### src/rtl/score_text_gen.sv
// Binary score to DIGITS-character ASCII vector for the text renderer.
// Iterative double-dabble (one shift per clock) feeding a double-buffered output.
module score_text_gen #(
  parameter int DIGITS  = 4,
  parameter int SCORE_W = 14
) (
  input  logic               Clk,
  input  logic               Reset,
  input  logic               start,
  input  logic [SCORE_W-1:0] score,
  input  logic               blank_lz,
  output logic [6:0]         textVec [DIGITS],
  output logic               busy,
  output logic               done
);

  localparam int BCD_W = 4 * DIGITS;
  localparam int CNT_W = $clog2(SCORE_W + 1);
  localparam int CMP_W = (SCORE_W + 4 > 21) ? SCORE_W + 4 : 21;

  function automatic int pow10(input int n);
    int r;
    r = 1;
    for (int k = 0; k < n; k++) r = r * 10;
    return r;
  endfunction

  localparam int               MAX_DEC = pow10(DIGITS) - 1;
  localparam logic [CMP_W-1:0] MAX_CMP = CMP_W'(MAX_DEC);

  typedef enum logic [1:0] {S_IDLE, S_SHIFT, S_FORMAT} state_t;

  state_t             r_state;
  logic [SCORE_W-1:0] r_bin;
  logic [BCD_W-1:0]   r_bcd;
  logic [CNT_W-1:0]   r_cnt;
  logic               r_blank;

  logic [SCORE_W-1:0] w_score_sat;
  logic [BCD_W-1:0]   w_bcd_adj;
  logic [6:0]         w_text [DIGITS];
  logic               w_lead;
  logic [3:0]         w_nib;

  // The saturated value is only selected when it is below the input range,
  // so narrowing MAX_DEC to SCORE_W bits never loses information.
  always_comb begin
    if (CMP_W'(score) > MAX_CMP) w_score_sat = SCORE_W'(MAX_DEC);
    else                         w_score_sat = score;
  end

  always_comb begin
    for (int k = 0; k < DIGITS; k++) begin
      if (r_bcd[4*k +: 4] >= 4'd5) w_bcd_adj[4*k +: 4] = r_bcd[4*k +: 4] + 4'd3;
      else                         w_bcd_adj[4*k +: 4] = r_bcd[4*k +: 4];
    end
  end

  // NOTE: every always_comb output gets a value on every path (w_lead is
  // seeded before the loop), otherwise synthesis infers latches.
  always_comb begin
    w_lead = r_blank;
    w_nib  = '0;
    for (int i = 0; i < DIGITS; i++) begin
      w_nib = r_bcd[4*(DIGITS-1-i) +: 4];
      if (w_lead && (w_nib == 4'd0) && (i != DIGITS - 1)) begin
        w_text[i] = 7'h20;
      end else begin
        w_lead    = 1'b0;
        w_text[i] = 7'h30 + {3'b000, w_nib};
      end
    end
  end

  // NOTE: sequential state uses non-blocking assignments only, so every
  // register samples pre-edge values regardless of statement order.
  always_ff @(posedge Clk or posedge Reset) begin
    if (Reset) begin
      r_state <= S_IDLE;
      r_bin   <= '0;
      r_bcd   <= '0;
      r_cnt   <= '0;
      r_blank <= 1'b0;
      busy    <= 1'b0;
      done    <= 1'b0;
      // NOTE: the output array is plain flops, not RAM, so it can and must be
      // reset to a defined "all zeros" display.
      for (int i = 0; i < DIGITS; i++) textVec[i] <= 7'h30;
    end else begin
      done <= 1'b0;
      unique case (r_state)
        S_IDLE: begin
          if (start) begin
            r_bin   <= w_score_sat;
            r_blank <= blank_lz;
            r_bcd   <= '0;
            r_cnt   <= CNT_W'(SCORE_W);
            busy    <= 1'b1;
            r_state <= S_SHIFT;
          end
        end
        S_SHIFT: begin
          {r_bcd, r_bin} <= {w_bcd_adj, r_bin} << 1;
          r_cnt          <= r_cnt - CNT_W'(1);
          if (r_cnt == CNT_W'(1)) r_state <= S_FORMAT;
        end
        S_FORMAT: begin
          for (int i = 0; i < DIGITS; i++) textVec[i] <= w_text[i];
          done    <= 1'b1;
          busy    <= 1'b0;
          r_state <= S_IDLE;
        end
        default: r_state <= S_IDLE;
      endcase
    end
  end

endmodule

### config.mk
export PLATFORM = sky130hd
export DESIGN_NAME = score_text_gen
export DESIGN_NICKNAME = d
export VERILOG_FILES = /design/src/rtl/score_text_gen.sv
export SDC_FILE = /design/constraint.sdc
export NUM_CORES = 1
export LEC_CHECK = 0
export BUFFER_PORTS_ARGS = -buffer_cell sky130_fd_sc_hd__buf_2
export CORE_UTILIZATION = 25
export CTS_CLUSTER_DIAMETER = 120
export DETAILED_ROUTE_END_ITERATION = 10
export GPL_ROUTABILITY_DRIVEN = 0
export PLACE_DENSITY_LB_ADDON = 0.3
export SLEW_MARGIN = 20
export SYNTH_ARGS = -nofsm -noshare
export SYNTH_HDL_FRONTEND = slang
export SYNTH_SLANG_ARGS = --single-unit
### constraint.sdc
create_clock -name Clk -period 1.6 [get_ports Clk]
set_input_delay 0.16 -clock Clk [delete_from_list [all_inputs] [get_ports Clk]]
set_output_delay 0.16 -clock Clk [all_outputs]
set_load 0.01 [all_outputs]
; ---- Word level (Yosys, flattened, before mapping)
; Cells that the tools add are included.
[totals]
ff_bits = 67
in_bits = 18
elab_cells = 65
[op_classes]
reduce_logical = 13
eq_ne = 5
order_cmp = 5
mux = 22
addsub = 9
[ops]
columns = cell, n
row1 = $pmux 16 s2, 1
row2 = $add 6x4->7 const A, 4
row3 = $mux 14, 2
row4 = $pmux 14 s2, 1
row5 = $mux 7, 3
row6 = $ge 4x3->1 const B, 4
row7 = $mux 16, 1
row8 = $mux 4, 4
row9 = $gt 14x14->1 const B, 1
row10 = $add 4x2->4 const B, 3
row11 = $logic_not 4->1, 3
row12 = $pmux 4 s2, 1
row13 = $reduce_and 2->1, 4
row14 = $eq 4x1->1 const B, 1
row15 = $mux 1, 4
row16 = $mux 2, 2
row17 = $ne 2x2->1 const B, 2
row18 = $pmux 2 s2, 1
row19 = $reduce_bool 2->1, 2
row20 = $sub 4x1->4 const B, 1
row21 = $add 3x2->3 const B, 1
row22 = $logic_and 1x1->1, 3
row23 = $mux 3, 1
row24 = $eq 2x1->1 const B, 1
row25 = other kinds (3), 3

; ---- Logic depth before layout (Yosys ltp)
[logic_depth]
depth_word = 7
ltp_mapped = 6

; ---- Worst setup path before layout
; No wires, ideal clock.
[synth_timing]
path_kind = flip-flop to flip-flop
startpoint = register r_bcd[12]
endpoint = register textVec[7] in the netlist's numbering
path_stages_with_launch = 7
path_slack_ns = 0.050
setup_ns = 0.127
t_required_ns = 1.473
t_arrival_ns = 1.423
synth_period_minus_slack_ns = 1.550
path_cell_list = dfrtp_1 -> inv_1 -> ha_1 -> nand4bb_4 -> nor4b_4 -> and3_1 -> o31ai_1
[synth_between]
elab_chain_len = 7
[synth_rtl]
columns = element, line_no
row1 = start: declaration, 35  ; logic [BCD_W-1:0] r_bcd;
row2 = start signal: assignment, 103  ; {r_bcd, r_bin} <= {w_bcd_adj, r_bin} << 1;
row3 = $logic_not 4->1 (*), 66  ; if (w_lead && (w_nib == 4'd0) && (i != DIGITS - 1)) begin
row4 = $logic_and 1x1->1 (*), 66
row5 = $mux 1 (*), 66
row6 = $logic_and 1x1->1, 66
row7 = $mux 1 (*), 66
row8 = $logic_and 1x1->1 (*), 66
row9 = $mux 7 (*), 66
row10 = end: declaration, 12  ; output logic [6:0] textVec [DIGITS],
; Mark *: on every way between the ends. The rest lies on a longest branch, timed or not.
; A chain may end at the register's enable or synchronous reset.

; ---- Final worst setup path
[layout_timing]
startpoint = register r_state[1]
endpoint = register r_bcd[7]
[layout_between]
elab_chain_len = 3
elab_cells_between_ends = 6
cone_classes = 2 x eq/ne / 1 x mux / 3 x reduce/logical
[layout_rtl]
columns = element, line_no
row1 = start: declaration, 33  ; state_t r_state;
row2 = start signal: assignment, 79  ; r_state <= S_IDLE;
row3 = start signal: assignment, 99  ; r_state <= S_SHIFT;
row4 = start signal: assignment, 105  ; if (r_cnt == CNT_W'(1)) r_state <= S_FORMAT;
row5 = $eq 2x1->1 / $logic_not 2->1 (equally long branches), 91  ; unique case (r_state)
row6 = $reduce_bool 2->1 (no line) / $ne 2x2->1 (equally long branches), -
row7 = $reduce_and 2->1 (no line), -
; Parallel ways exist; a longest one is shown, timed or not.

==> run summary <==
======================================================================================
Run status                                                                finished clean
Cell types occupying the most area after synthesis                        dfrtp_1 49%, nand2_1 7.0%, ha_1 5.7%
Max-cap viol count                                                                   0
Top-area cell type share of the netlist area                                     48.6%
Beginning of the worst hold path                                              blank_lz
Post-synthesis cell type count                                                      42
Floorplan die height                                                            108 um
Gate Count Post-Synth                                                              273
Non-filler instance count after layout                                             475
Lkg Pwr                                                                        1.75 nW
Number of warnings issued by yosys                                                   0
Share of the yosys chip area belonging to registers                              51.4%
GRT Resource Usage Total                                                         11.6%
Number of global-route vias before repair                                        2,137
Most used standard cell by instance count after synthesis                      dfrtp_1
Routed length on met3                                                           341 um
Final net count                                                                    361
Half-perimeter wire length after placement                                     4.16 mm
Clock latency of the later-clocked register in the worst-skew pair              320 ps
Core area                                                                  10,900 um^2
Commonest cells post-synth                                                55 x dfrtp_1, 53 x nand2_1, 13 x ha_1, 13 x inv_1, 13 x o21ai_0
Utilization of the core after routing                                            33.2%
Critical Path Slowest Stage Cell                                               dfrtp_2
Arrival time worst endpoint                                                    1750 ps
Final routed DRC violation total                                                     0
Final critical path time including I/O delays and setup                        1540 ps
Vias per cell                                                                     4.48
Sinks on Clock Net                                                                  58
Placement row count                                                                 38
Source of the worst register-to-register timing path                      r_state[1]$_DFFE_PP0P_
Unrepaired setup endpoints after global routing                                   true
Total Wirelength                                                               6.06 mm
Horizontal extent of the die                                                    108 um
Area taken by flip-flops and latches                                         1460 um^2
Area growth from synthesis to layout                                             28.3%
Flip-flop cell with the highest count after synthesis                          dfrtp_1
Highest Clock Rate                                                             650 MHz
Final setup skew                                                               7.89 ps
Starting Density                                                                 25.9%
Via count                                                                        2,128
Total Die Area                                                             11,800 um^2
Wire length of the first global-routing pass                                   10.3 mm
Top routing layer used                                                            met4
Tightest Hold Check Type                                                  input pin to register
DRC marker count from the first detailed-route iteration                            97
Pwr Density                                                               2090 nW/um^2
Critical Setup Path Class                                                 register to register
Number of nets with antenna violations after routing                                 0
Clock slew at the register clock pins of the worst setup and hold paths          50 ps
Largest net degree at the start of global routing                                   59
CP required                                                                    1810 ps
CTS buffer count                                                                     9
Clock tree from TritonCTS                                                        built
Critical Path Max Stage Delay                                                   450 ps
Period Utilization, post-route                                                   96.2%
Number of fill cells in the layout                                               1,129
Power Total                                                                    7.60 mW
Number of storage elements in the synthesis netlist                                 58
DR WL/cell                                                                     12.8 um
Clock tree root driver cell                                                  clkbuf_16
Critical-path cell list                                                   or3b_4, nand2_2, o31ai_1, a32o_1
Maximum level of the CTS H-tree                                                      3
Detailed-route wire length on metal 1                                          2.97 mm
Ys async rst share                                                                100%
Cell Area, Synth                                                             2830 um^2
Post-synth EDFFs                                                                     0
Number of antenna violations at the first check in global routing                    0
Largest area contributor in the synthesized netlist                            dfrtp_1
Quantity of I/O buffers inserted on ports                                           38
Number of endpoints failing setup at the final stage                                 0
Fin. Hold Viols                                                                      0
Synthesized area divided by synthesized cell count                           10.4 um^2
Max Transition Viols Final                                                           0
Startpoint type of the worst setup path                                       register
Category of the worst setup path capture point                                register
Proportion of layout cells with a drive suffix above 1                           28.4%
Start point of the critical path                                          r_state[1]$_DFFE_PP0P_
Count of inserted antenna diode cells                                                0
Count of boundary I/O pins                                                          48
Count of placed standard cells including taps                                      454
Max Root-Sink Buffers                                                                2
Combined area of the multi-input logic cells                                 1270 um^2
Iteration count of the initial detailed-routing pass                                 4
Global route overflow                                                                0
Max rail drop VDD                                                               729 uV
Detailed route wirelength on metal2                                            2.67 mm
Maximum fanout encountered on the critical timing path                              12
======================================================================================
## metrics by stage
step                      cell area [um^2]  hold WS, ps  TNS (ps)  worst slack [ps]
after floorplan                       2860          265         0              17.0
after global placement                3220          242         0              59.7
after detailed placement              3220          249     -31.7             -19.9
after CTS                             3570         19.8         0              8.00
after global routing                  3630         43.8      -118             -20.8
final                                 3630         29.2         0              61.2
## final timing paths
check / depth (start not counted) / slack, ps / end
hold / removal: 3 / 30 / r_blank$_DFFE_PP0P_
setup / recovery: 4 / 60 / r_bcd[7]$_DFFE_PP0P_
min in group asynchronous: 4 / 410 / r_bin[10]$_DFFE_PP0P_
hold reg to reg: 2 / 460 / textVec[25]$_DFFE_PP1P_
max in group asynchronous: 4 / 840 / textVec[25]$_DFFE_PP1P_
setup reg to reg: 4 / 60 / r_bcd[7]$_DFFE_PP0P_
## worst max-delay path: cells and delay by family (launching register included)
kind | cells | cell delay (ps)
AOI/OAI and AO/OA | 2 | 330
DFF | 1 | 450
and+or+nand+nor | 2 | 650
## metal layers
| layer | up-vias | GRT usage [%] |
|---|---|---|
| met5 | - | 0 |
| met4 | 0 | 4.34 |
| met3 | 9 | 4.22 |
| met2 | 52 | 17.5 |
| met1 | 1012 | 15.0 |
| li1 | 1055 | - |
## repair_timing
action                                  CTS  global route
gates resized for setup                   1            12
cloned                                    0             0
setup buffers                             0             4
endpoints found under the hold margin    55             0
pin swaps                                 1             3
hold buffers                              1             0
endpoints found under the setup margin    3            16
## power by group
| part | total, mW | internal [mW] | leakage, nW | switching (mW) |
|---|---|---|---|---|
| clock | 2.10 | 1.45 | 0.163 | 0.649 |
| sequential | 2.58 | 2.10 | 0.715 | 0.477 |
| combinational | 2.93 | 1.44 | 0.871 | 1.48 |
## area by class of cell
cell class / count / area share, %
Clock buffer: 12 / 7.06
Clock inverter: 4 / 2.03
Inverter: 13 / 1.34
Multi-Input combinational cell: 190 / 34.9
Sequential cell: 58 / 40.1
Tap cell: 140 / 4.82
Timing Repair Buffer: 58 / 9.78
## flip-flops by register name, indices dropped and copies added (netlist names)
register	count
r_cnt	4
r_bin	14
r_blank	1
r_state	2
busy	1
textVec	19
r_bcd	16
done	1
## layout by cell type, fill, tap and decap left out, types with 6 or more instances in the layout
master / n
a21oi_1: 9
o31ai_1: 7
inv_1: 9
nand2_1: 53
nor3b_1: 6
buf_2: 38
dfrtp_1: 54
a22o_1: 8
buf_4: 18
conb_1: 9
o22ai_1: 10
ha_1: 11
clkbuf_16: 9
o21ai_0: 13
## logic make-up (layout without fill, tap and decap cells)
kind of cell | Yosys count | count (layout) | synth area share (%)
flip-flops | 58 | 58 | 51.4
other | 2 | 9 | 0.265
AO/OA/AOI/OAI | 72 | 72 | 17.2
AND/OR/NAND/NOR | 87 | 87 | 16.3
adder cells (fa/ha/maj) | 13 | 13 | 5.74
buffers and inverters | 32 | 87 | 6.23
multiplexers | 4 | 4 | 1.41
XOR/XNOR | 5 | 5 | 1.55
(Power assumes the default switching activity.)
